===== src/rtl/fraction_multiplier_param.sv =====
// Sequential shift-add multiplier for signed Q1.(N-1) fractions.
// One product per start; the load edge plus N CALC iterations give N+1 clocks per product.
// The result is {A[N-2:0], B}. This is the 2N-bit product with its redundant sign bit dropped.
// The only unrepresentable case is -1 x -1. Ovf flags it and, when SAT=1, the result is clamped.
module fraction_multiplier_param #(
  parameter int N   = 8,
  parameter bit SAT = 1'b1
) (
  input  logic           CLK,
  input  logic           RSTn,
  input  logic           St,
  input  logic [N-1:0]   Mplier,
  input  logic [N-1:0]   Mcand,
  output logic [2*N-2:0] Product,
  output logic           Done,
  output logic           Busy,
  output logic           Ovf
);

  localparam int CW = (N > 1) ? $clog2(N) : 1;
  localparam logic [CW-1:0]  LAST_COUNT = CW'(N - 1);
  localparam logic [N-1:0]   MIN_NEG    = {1'b1, {(N-1){1'b0}}};
  localparam logic [2*N-2:0] MAX_POS    = {1'b0, {(2*N-2){1'b1}}};

  typedef enum logic [1:0] {
    IDLE = 2'd0,
    CALC = 2'd1,
    DONE = 2'd2
  } state_t;

  state_t        state_q, state_d;
  logic [N-1:0]  a_q, a_d;
  logic [N-1:0]  b_q, b_d;
  logic [N-1:0]  m_q, m_d;
  logic [CW-1:0] count_q, count_d;
  logic          ovf_q, ovf_d;
  logic          busy_q, busy_d;

  logic [N:0]     a_ext;
  logic [N:0]     m_ext;
  logic [N:0]     psum;
  logic [2*N-2:0] raw_product;

  // Partial sum in N+1 bits. The last iteration subtracts because the multiplier MSB has negative weight.
  always_comb begin
    a_ext = {a_q[N-1], a_q};
    m_ext = {m_q[N-1], m_q};
    psum  = a_ext;
    if (b_q[0]) begin
      if (count_q == LAST_COUNT) begin
        psum = a_ext - m_ext;
      end else begin
        psum = a_ext + m_ext;
      end
    end
  end

  // Next-state, datapath and status update.
  // Busy clears one cycle after DONE is entered, so it covers the load edge through edge k+N.
  always_comb begin
    state_d = state_q;
    a_d     = a_q;
    b_d     = b_q;
    m_d     = m_q;
    count_d = count_q;
    ovf_d   = ovf_q;
    busy_d  = busy_q;
    case (state_q)
      IDLE: begin
        if (St) begin
          a_d     = '0;
          b_d     = Mplier;
          m_d     = Mcand;
          count_d = '0;
          ovf_d   = (Mplier == MIN_NEG) && (Mcand == MIN_NEG);
          busy_d  = 1'b1;
          state_d = CALC;
        end
      end
      CALC: begin
        // Arithmetic right shift of {P, B}. P[0] moves into B's MSB and P's sign fills A's MSB.
        a_d     = psum[N:1];
        b_d     = {psum[0], b_q[N-1:1]};
        count_d = count_q + CW'(1);
        if (count_q == LAST_COUNT) begin
          state_d = DONE;
        end
      end
      DONE: begin
        busy_d = 1'b0;
        if (!St) begin
          state_d = IDLE;
        end
      end
      default: begin
        state_d = IDLE;
        busy_d  = 1'b0;
      end
    endcase
  end

  // State and datapath registers. An asynchronous reset aborts any run in progress.
  always_ff @(posedge CLK or negedge RSTn) begin
    if (!RSTn) begin
      state_q <= IDLE;
      a_q     <= '0;
      b_q     <= '0;
      m_q     <= '0;
      count_q <= '0;
      ovf_q   <= 1'b0;
      busy_q  <= 1'b0;
    end else begin
      state_q <= state_d;
      a_q     <= a_d;
      b_q     <= b_d;
      m_q     <= m_d;
      count_q <= count_d;
      ovf_q   <= ovf_d;
      busy_q  <= busy_d;
    end
  end

  // Outputs are decoded from registers only.
  // The saturated value stays visible in IDLE until the next start.
  always_comb begin
    raw_product = {a_q[N-2:0], b_q};
    Product     = raw_product;
    if (SAT && ovf_q && (state_q != CALC)) begin
      Product = MAX_POS;
    end
    Done = (state_q == DONE);
    Busy = busy_q;
    Ovf  = ovf_q;
  end

endmodule

===== config.mk =====
export PLATFORM = sky130hd
export DESIGN_NAME = fraction_multiplier_param
export DESIGN_NICKNAME = d
export VERILOG_FILES = /design/src/rtl/fraction_multiplier_param.sv
export SDC_FILE = /design/constraint.sdc
export NUM_CORES = 1
export LEC_CHECK = 0
export BUFFER_PORTS_ARGS = -buffer_cell sky130_fd_sc_hd__buf_4
export CAP_MARGIN = 40
export CORE_UTILIZATION = 50
export DETAILED_ROUTE_END_ITERATION = 7
export HOLD_SLACK_MARGIN = 0.06
export PLACE_DENSITY = 0.87
export SYNTH_ARGS = -nofsm -noshare
export SYNTH_HDL_FRONTEND = slang
export SYNTH_SLANG_ARGS = --single-unit

===== constraint.sdc =====
create_clock -name CLK -period 2.8 [get_ports CLK]
set_input_delay 0.42 -clock CLK [delete_from_list [all_inputs] [get_ports CLK]]
set_output_delay 0.42 -clock CLK [all_outputs]
set_load 0.02 [all_outputs]

==> results of run 1 <==
==> what timing repair did <==
item                                    in CTS  in global routing
hold buffers                                 0                  0
gates resized for setup                      0                  4
endpoints found under the hold margin        0                  0
endpoints found under the setup margin       0                  2
==> cell type report <==
class / count / share of cell area (%)
multi-input cells: 166 / 46.1
repair buffers: 40 / 12.7
well taps: 48 / 2.54
inverters: 9 / 1.43
clock buffers: 6 / 3.07
flip-flops and latches: 31 / 32.9
clock inverters: 1 / 1.27
==> cell families after synthesis <==
| kind of cell | Yosys count |
|---|---|
| AND/OR/NAND/NOR | 74 |
| AO/OA/AOI/OAI | 60 |
| flip-flops | 31 |
| buffers and inverters | 17 |
| XOR/XNOR | 13 |
| adder cells (fa/ha/maj) | 12 |
| multiplexers | 7 |
==> final timing paths <==
| check | startpoint | to | slack [ns] | depth (start not counted) |
|---|---|---|---|---|
| max | count_q[0] | a_q[6] | 0.13 | 11 |
| min | RSTn | a_q[2] | 0.06 | 1 |
| max reg2reg | count_q[0] | a_q[6] | 0.13 | 11 |
| min reg2reg | b_q[1] | b_q[1] | 0.50 | 2 |
| max in group asynchronous | RSTn | a_q[3] | 2.46 | 1 |
| min in group CLK | Mcand[6] | m_q[6] | 0.33 | 3 |
==> power by group <==
part	internal (mW)	switching, mW
Clock	0.260	0.164
Sequential	0.666	0.219
Combinational	1.01	1.09
==> stage by stage <==
step | hold slack [ns] | TNS (ns) | cell area, µm²
after global routing | 0.0825 | -0.00467 | 2360
after floorplan | 0.124 | 0 | 1910
after CTS | 0.0638 | 0 | 2340
after global placement | 0.371 | 0 | 2240
final | 0.0556 | 0 | 2360
after detailed placement | 0.376 | 0 | 2240
==> worst reg2reg max path: cells and delay by family (launching register included) <==
family	cells	cell delay, ns
AOI/OAI and AO/OA	4	0.60
DFF	1	0.40
adders and majority gates	3	0.73
and+or+nand+nor	2	0.52
xor gates and xnor gates	2	0.32
==> sequential cells by signal, summed over array words and instances (netlist names) <==
register	count
count_q	3
b_q	8
Ovf	1
m_q	8
a_q	8
state_q	2
Busy	1
==> cells in the final DEF (no fill, tap or decap), types with 6 or more instances in the layout <==
cell,synthesis,final
a21oi_1,9,9
inv_1,9,9
mux2i_1,7,6
nand2b_1,16,16
xnor2_1,9,9
dfrtp_1,31,31
nor2_1,9,8
ha_1,11,10
o21ai_0,17,17
o21ai_1,11,11
nor2b_1,7,7
buf_4,0,40
nand2_1,33,33
==> per-layer routing <==
layer	vias to the layer above	GRT usage [%]	share of wire [%]
met5	-	0	0
met4	0	8.24	1.3
met3	6	5.54	4.7
met2	37	35.2	47
met1	785	29.7	47
li1	829	-	-
==> metrics.md, run 1 <==
| Metric | Value |
|---|---|
| Pwr dens | `roughly 1400 nW/µm²` |
| Lkg Pwr | `1.13 nW` |
| Ports | `37` |
| WL per Instance | `around 13 µm` |
| Finish-stage setup viols | `0` |
| H-tree Lvls | `2` |
| First-pass GRT wire length | `7.00 mm` |
| Post-synth EDFFs | `0` |
| GP Congestion | `0.818` |
| XOR/XNOR Fraction of Synth Area | `between 5 and 6%` |
| Status | `complete, no violations` |
| CP Launch Type | `register` |
| Compound-Gate Fraction of Synth Area | `between 10% and 20%` |
| Tot Pwr | `3.42 mW` |
| Die width | `63.8 µm` |
| Most used cell, CP | `ha_1` |
| Max Buffers Root-to-Sink | `2` |
| Port Buffers | `36` |
| Num CTS Buffers | `5` |
| Synth Instances | `214` |
| Total grt overflow | `0` |
| Multi-input gate area in the final layout | `1090 µm²` |
| Maxcap violations | `0` |
| Nets | `284` |
| Register area | `776 µm²` |
| TritonRoute pass-1 iters | `5` |
| Initial detailed-routing violation count | `71` |
| VDD IR max | `between 0.5 and 0.6 mV` |
| Adder-cell share of the synthesized area | `8.25%` |
| Rel. slew slack | `53.5%` |
| Crit-path cells | `ha_1, ha_4, nor2_2, xnor2_1, ha_1, o21a_1, o31a_1, or4_1, a31oi_1, xor2_1, o21ai_1` |
| Antenna-violating nets left | `0` |
| CP Capture Type | `register` |
| All-Layer GR Usage | `22.4%` |
| Post-Syn Nets | `245` |
| Area share of the largest cell type after synthesis | `40.6%` |
| Setup ws final | `0.131 ns` |
| Worst-path cell with the longest stage delay | `dfrtp_1` |
| Fillers | `about 310` |
| Setup Buffers After CTS | `0` |
| Post-synthesis sequential area ratio | `roughly two fifths` |
| Synth area leader | `dfrtp_1` |
| Root Driver | `clkbuf_8` |
| Ratio of cells with drive above 1 in the final layout | `19.4%` |
| Ys flop type | `dfrtp_1` |
| Simple-gate share of the synthesized area | `between 10% and 20%` |
| Cell row count | `22` |
| CP max stage delay | `0.40 ns` |
| Layout area overhead | `23.6%` |
| WS Path Type | `reg2reg` |
| Top area cells in the synthesized netlist | `dfrtp_1, ha_1, nand2_1, nand2b_1, o21ai_0` |
| Die Y | `63.8 µm` |
| Synth Register Bits | `31` |
| Vias in the first global route | `1527` |
| Vias per inst | `approximately 5.5` |
| Placed cell count | `294` |
| Antenna Cells | `0` |
| Hold WC Path Type | `in2async` |
| Yosys cell types | `35` |
| Bufs and invs on worst path | `0` |
| Tcrit/Tclk final | `95.3%` |
| Initial antenna violation count | `0` |
| Pins over their slew limit | `0` |
| Total number of vias | `1657` |
| Core Region | `3660 µm²` |
| CTS tree | `built` |
| Dpl ws | `about 0.12 ns` |
| Family with the most delay on the worst path | `adder cells` |
| Mux cell area share after synthesis | `3.67%` |
| Hold Fails Final Rpt | `0` |
| Syn. warnings | `0` |
| Die area | `4070 µm²` |
| Crit-path max FO | `6` |
| Fin crit period | `2.67 ns` |
| Post-route non-filler standard cell count | `about 300` |
| Most common cell in the netlist | `nand2_1` |
| Clk slew on worst S/H paths | `0.07 ns` |
| Initial core utilization | `52.2%` |
| Synthesized area per cell | `between 8 and 9 µm²` |
| Max Clock Freq | `375 MHz` |
| WP data required | `between 2 and 3 ns` |
| Final HPWL DP | `~3.0 mm` |
| CP arrival | `2.83 ns` |
| Worst Skew | `between 0.008 and 0.009 ns` |
| Commonest cells in the netlist | `nand2_1, dfrtp_1, o21ai_0` |
| Slew at the pin closest to its max-slew limit | `around 0.70 ns` |
| Async SR Flop Fraction | `between 90% and 100%` |
| Post-Route WL | `between 3 and 4 mm` |
| Sink Count | `31` |
| Final core utilization | `64.5%` |
| DRC | `0` |
| Largest net degree at the start of global routing | `32` |
| Clock Latency Late Sink | `just under 0.3 ns` |
| Synthesized cell area | `1910 µm²` |
| Combinational family with the most area after synthesis | `compound AO/OA/AOI/OAI gates` |
Power figures use the tool's default switching activity.
==> run 2, diff against run 1 <==
- GPL_TIMING_DRIVEN: not set -> 0
==> run 2 against run 1 <==
  * Utilization increased by 0.51 points
  * Sequential power decreased by 1%
  * Global-route usage increased by 1.1 points
  * Wire length increased by 10%
  * Die area unchanged
  * Maximum frequency decreased by 1.3%
  * Largest cell class unchanged
  * Total power decreased by 0.82%
  * Combinational power increased by 3%
  * First-iteration DRC count decreased by 13%
  * Cell count increased by 2.7%
  * Flip-flop and latch count unchanged
==> metrics.md, run 2 (same netlist as run 1, synthesis figures left out) <==
| Metric | Value |
|---|---|
| Max Clock Freq | `370 MHz` |
| Clock Latency Late Sink | `about 0.29 ns` |
| H-tree Lvls | `2` |
| Port Buffers | `36` |
| Worst-path cell with the longest stage delay | `or4_1` |
| Rel. slew slack | `68.6%` |
| Vias per inst | `5.48` |
| Tcrit/Tclk final | `96.6%` |
| Post-Route WL | `roughly 4.4 mm` |
| Crit-path cells | `ha_2, ha_4, mux2i_4, ha_1, nor2b_1, o31a_1, or4_1, a31oi_1, xor2_1, o21ai_1` |
| Post-route non-filler standard cell count | `309` |
| WP data required | `2.97 ns` |
| Total number of vias | `1693` |
| CP max stage delay | `0.41 ns` |
| DRC | `0` |
| Unrepaired setup endpoints after global routing | `true` |
| Total grt overflow | `0` |
| Die width | `about 64 µm` |
| Tot Pwr | `around 3.4 mW` |
| Antenna-violating nets left | `0` |
| Fillers | `between 300 and 400` |
| Ports | `37` |
| Commonest non-fill, non-tap cell in the layout | `buf_4` |
| Largest registers | `a_q (8), b_q (8), m_q (8)` |
| Ratio of cells with drive above 1 in the final layout | `19.2%` |
| Num CTS Buffers | `5` |
| Lkg Pwr | `~1.1 nW` |
| Origin of the critical flop-to-flop path | `count_q[1]` |
| Hold EP | `m_q[3]` |
| Pins over their slew limit | `0` |
| Initial core utilization | `52.2%` |
| Root Driver | `clkbuf_8` |
| CP arrival | `approximately 2.9 ns` |
| Finish-stage setup viols | `0` |
| Hold path cells | `3` |
| Crit-path max FO | `7` |
| Core Region | `3660 µm²` |
| Final HPWL DP | `about 3.1 mm` |
| TritonRoute pass-1 iters | `4` |
| Vias in the first global route | `1543` |
| Maxcap violations | `0` |
| Hold_sp | `Mcand[3]` |
| Status | `complete, no violations` |
| R2r endpoint | `a_q[6]` |
| Cell row count | `22` |
| Highest routed layer | `met4` |
| Pwr dens | `1420 nW/µm²` |
| Hold Fails Final Rpt | `0` |
| VDD IR max | `approximately 0.69 mV` |
| All-Layer GR Usage | `23.5%` |
| Die Y | `63.8 µm` |
| R2R cell count | `10` |
| Commonest non-fill, non-tap cells in the layout | `buf_4, nand2_1, dfrtp_1` |
| CTS tree | `built` |
| Die area | `just over 4000 µm²` |
| Met2 WL | `roughly 2.1 mm` |
| WS Path Type | `reg2reg` |
| CP Launch Type | `register` |
| Max Buffers Root-to-Sink | `2` |
| Slew at the pin closest to its max-slew limit | `around 0.47 ns` |
| Initial detailed-routing violation count | `62` |
| Final core utilization | `65.0%` |
| Metal-1 WL | `2.00 mm` |
| Placed cell count | `roughly 300` |
| Sink Count | `31` |
| Initial antenna violation count | `0` |
| CP Capture Type | `register` |
| Setup tns final | `0 ns` |
| Nets | `291` |
| Largest net degree at the start of global routing | `32` |
| Worst hold margin | `0.332 ns` |
| Hold WC Path Type | `in2reg` |
| WL per Instance | `14.2 µm` |
| Antenna Cells | `0` |
| Worst Skew | `about 0.0056 ns` |
| Clk slew on worst S/H paths | `0.07 ns` |
| Fin crit period | `approximately 2.7 ns` |
| R2R setup slack | `around 0.096 ns` |
| First-pass GRT wire length | `7.11 mm` |
| Layout area overhead | `24.6%` |
| GP Congestion | `0.798` |
| Met3 WL post-DR | `227 µm` |
[run 2: how the worst max path moves through the flow]
stage	from	end	slack (ns)	cells after the start
after detailed placement	count_q[0]	a_q[6]	-0.27	11
final	count_q[1]	a_q[6]	0.1	10
after CTS	count_q[0]	a_q[6]	0.04	10
after floorplan	count_q[0]	a_q[6]	0.03	11
after global routing	count_q[1]	a_q[6]	-0.05	10
after global placement	count_q[0]	a_q[6]	-0.23	11
[run 2: what timing repair did]
item,in CTS,in global routing
hold endpoints to repair,2,0
gates resized for setup,3,3
hold buffers,1,0
setup endpoints to repair,2,1
pin swaps,0,2
cloned,0,0
buffers inserted,0,3
[run 2: metal layers]
layer	GRT usage [%]	vias up
met1	30.1	786
met5	0	-
met2	36.7	58
met3	6.07	7
met4	11.4	0
li1	-	842
[run 2: worst max-delay path: cells and delay by family (launching register included)]
family                   cells  cell delay [ns]
AND/OR/NAND/NOR              2             0.55
AO/OA/AOI/OAI                3             0.56
flip-flops                   1             0.37
adder cells (fa/ha/maj)      3             0.65
XOR/XNOR                     1             0.16
multiplexers                 1             0.28
[run 2: final cells by class]
| cell class | count | area (µm²) | share of cell area [%] |
|---|---|---|---|
| sequential | 31 | 777 | 32.6 |
| clock buffer | 7 | 76.3 | 3.21 |
| multi-input combinational | 166 | 1100 | 46.1 |
| timing repair buffer | 40 | 303 | 12.7 |
| clock inverter | 1 | 5.00 | 0.210 |
| tap | 48 | 60.1 | 2.52 |
| inverter | 9 | 33.8 | 1.42 |
| buffer | 7 | 27.5 | 1.16 |
[run 2: stage by stage]
stage,setup slack [ns],area [µm²]
after CTS,0.0420,2340
after detailed placement,-0.267,2240
final,0.0961,2380
after global placement,-0.234,2240
after floorplan,0.0311,1910
after global routing,-0.0548,2380
[run 2: report_power, final]
group          internal [mW]  total, mW  switching, mW
registers              0.668      0.872          0.204
logic                   1.02       2.18           1.16
clock network          0.174      0.339          0.165
total                   1.86       3.39           1.53
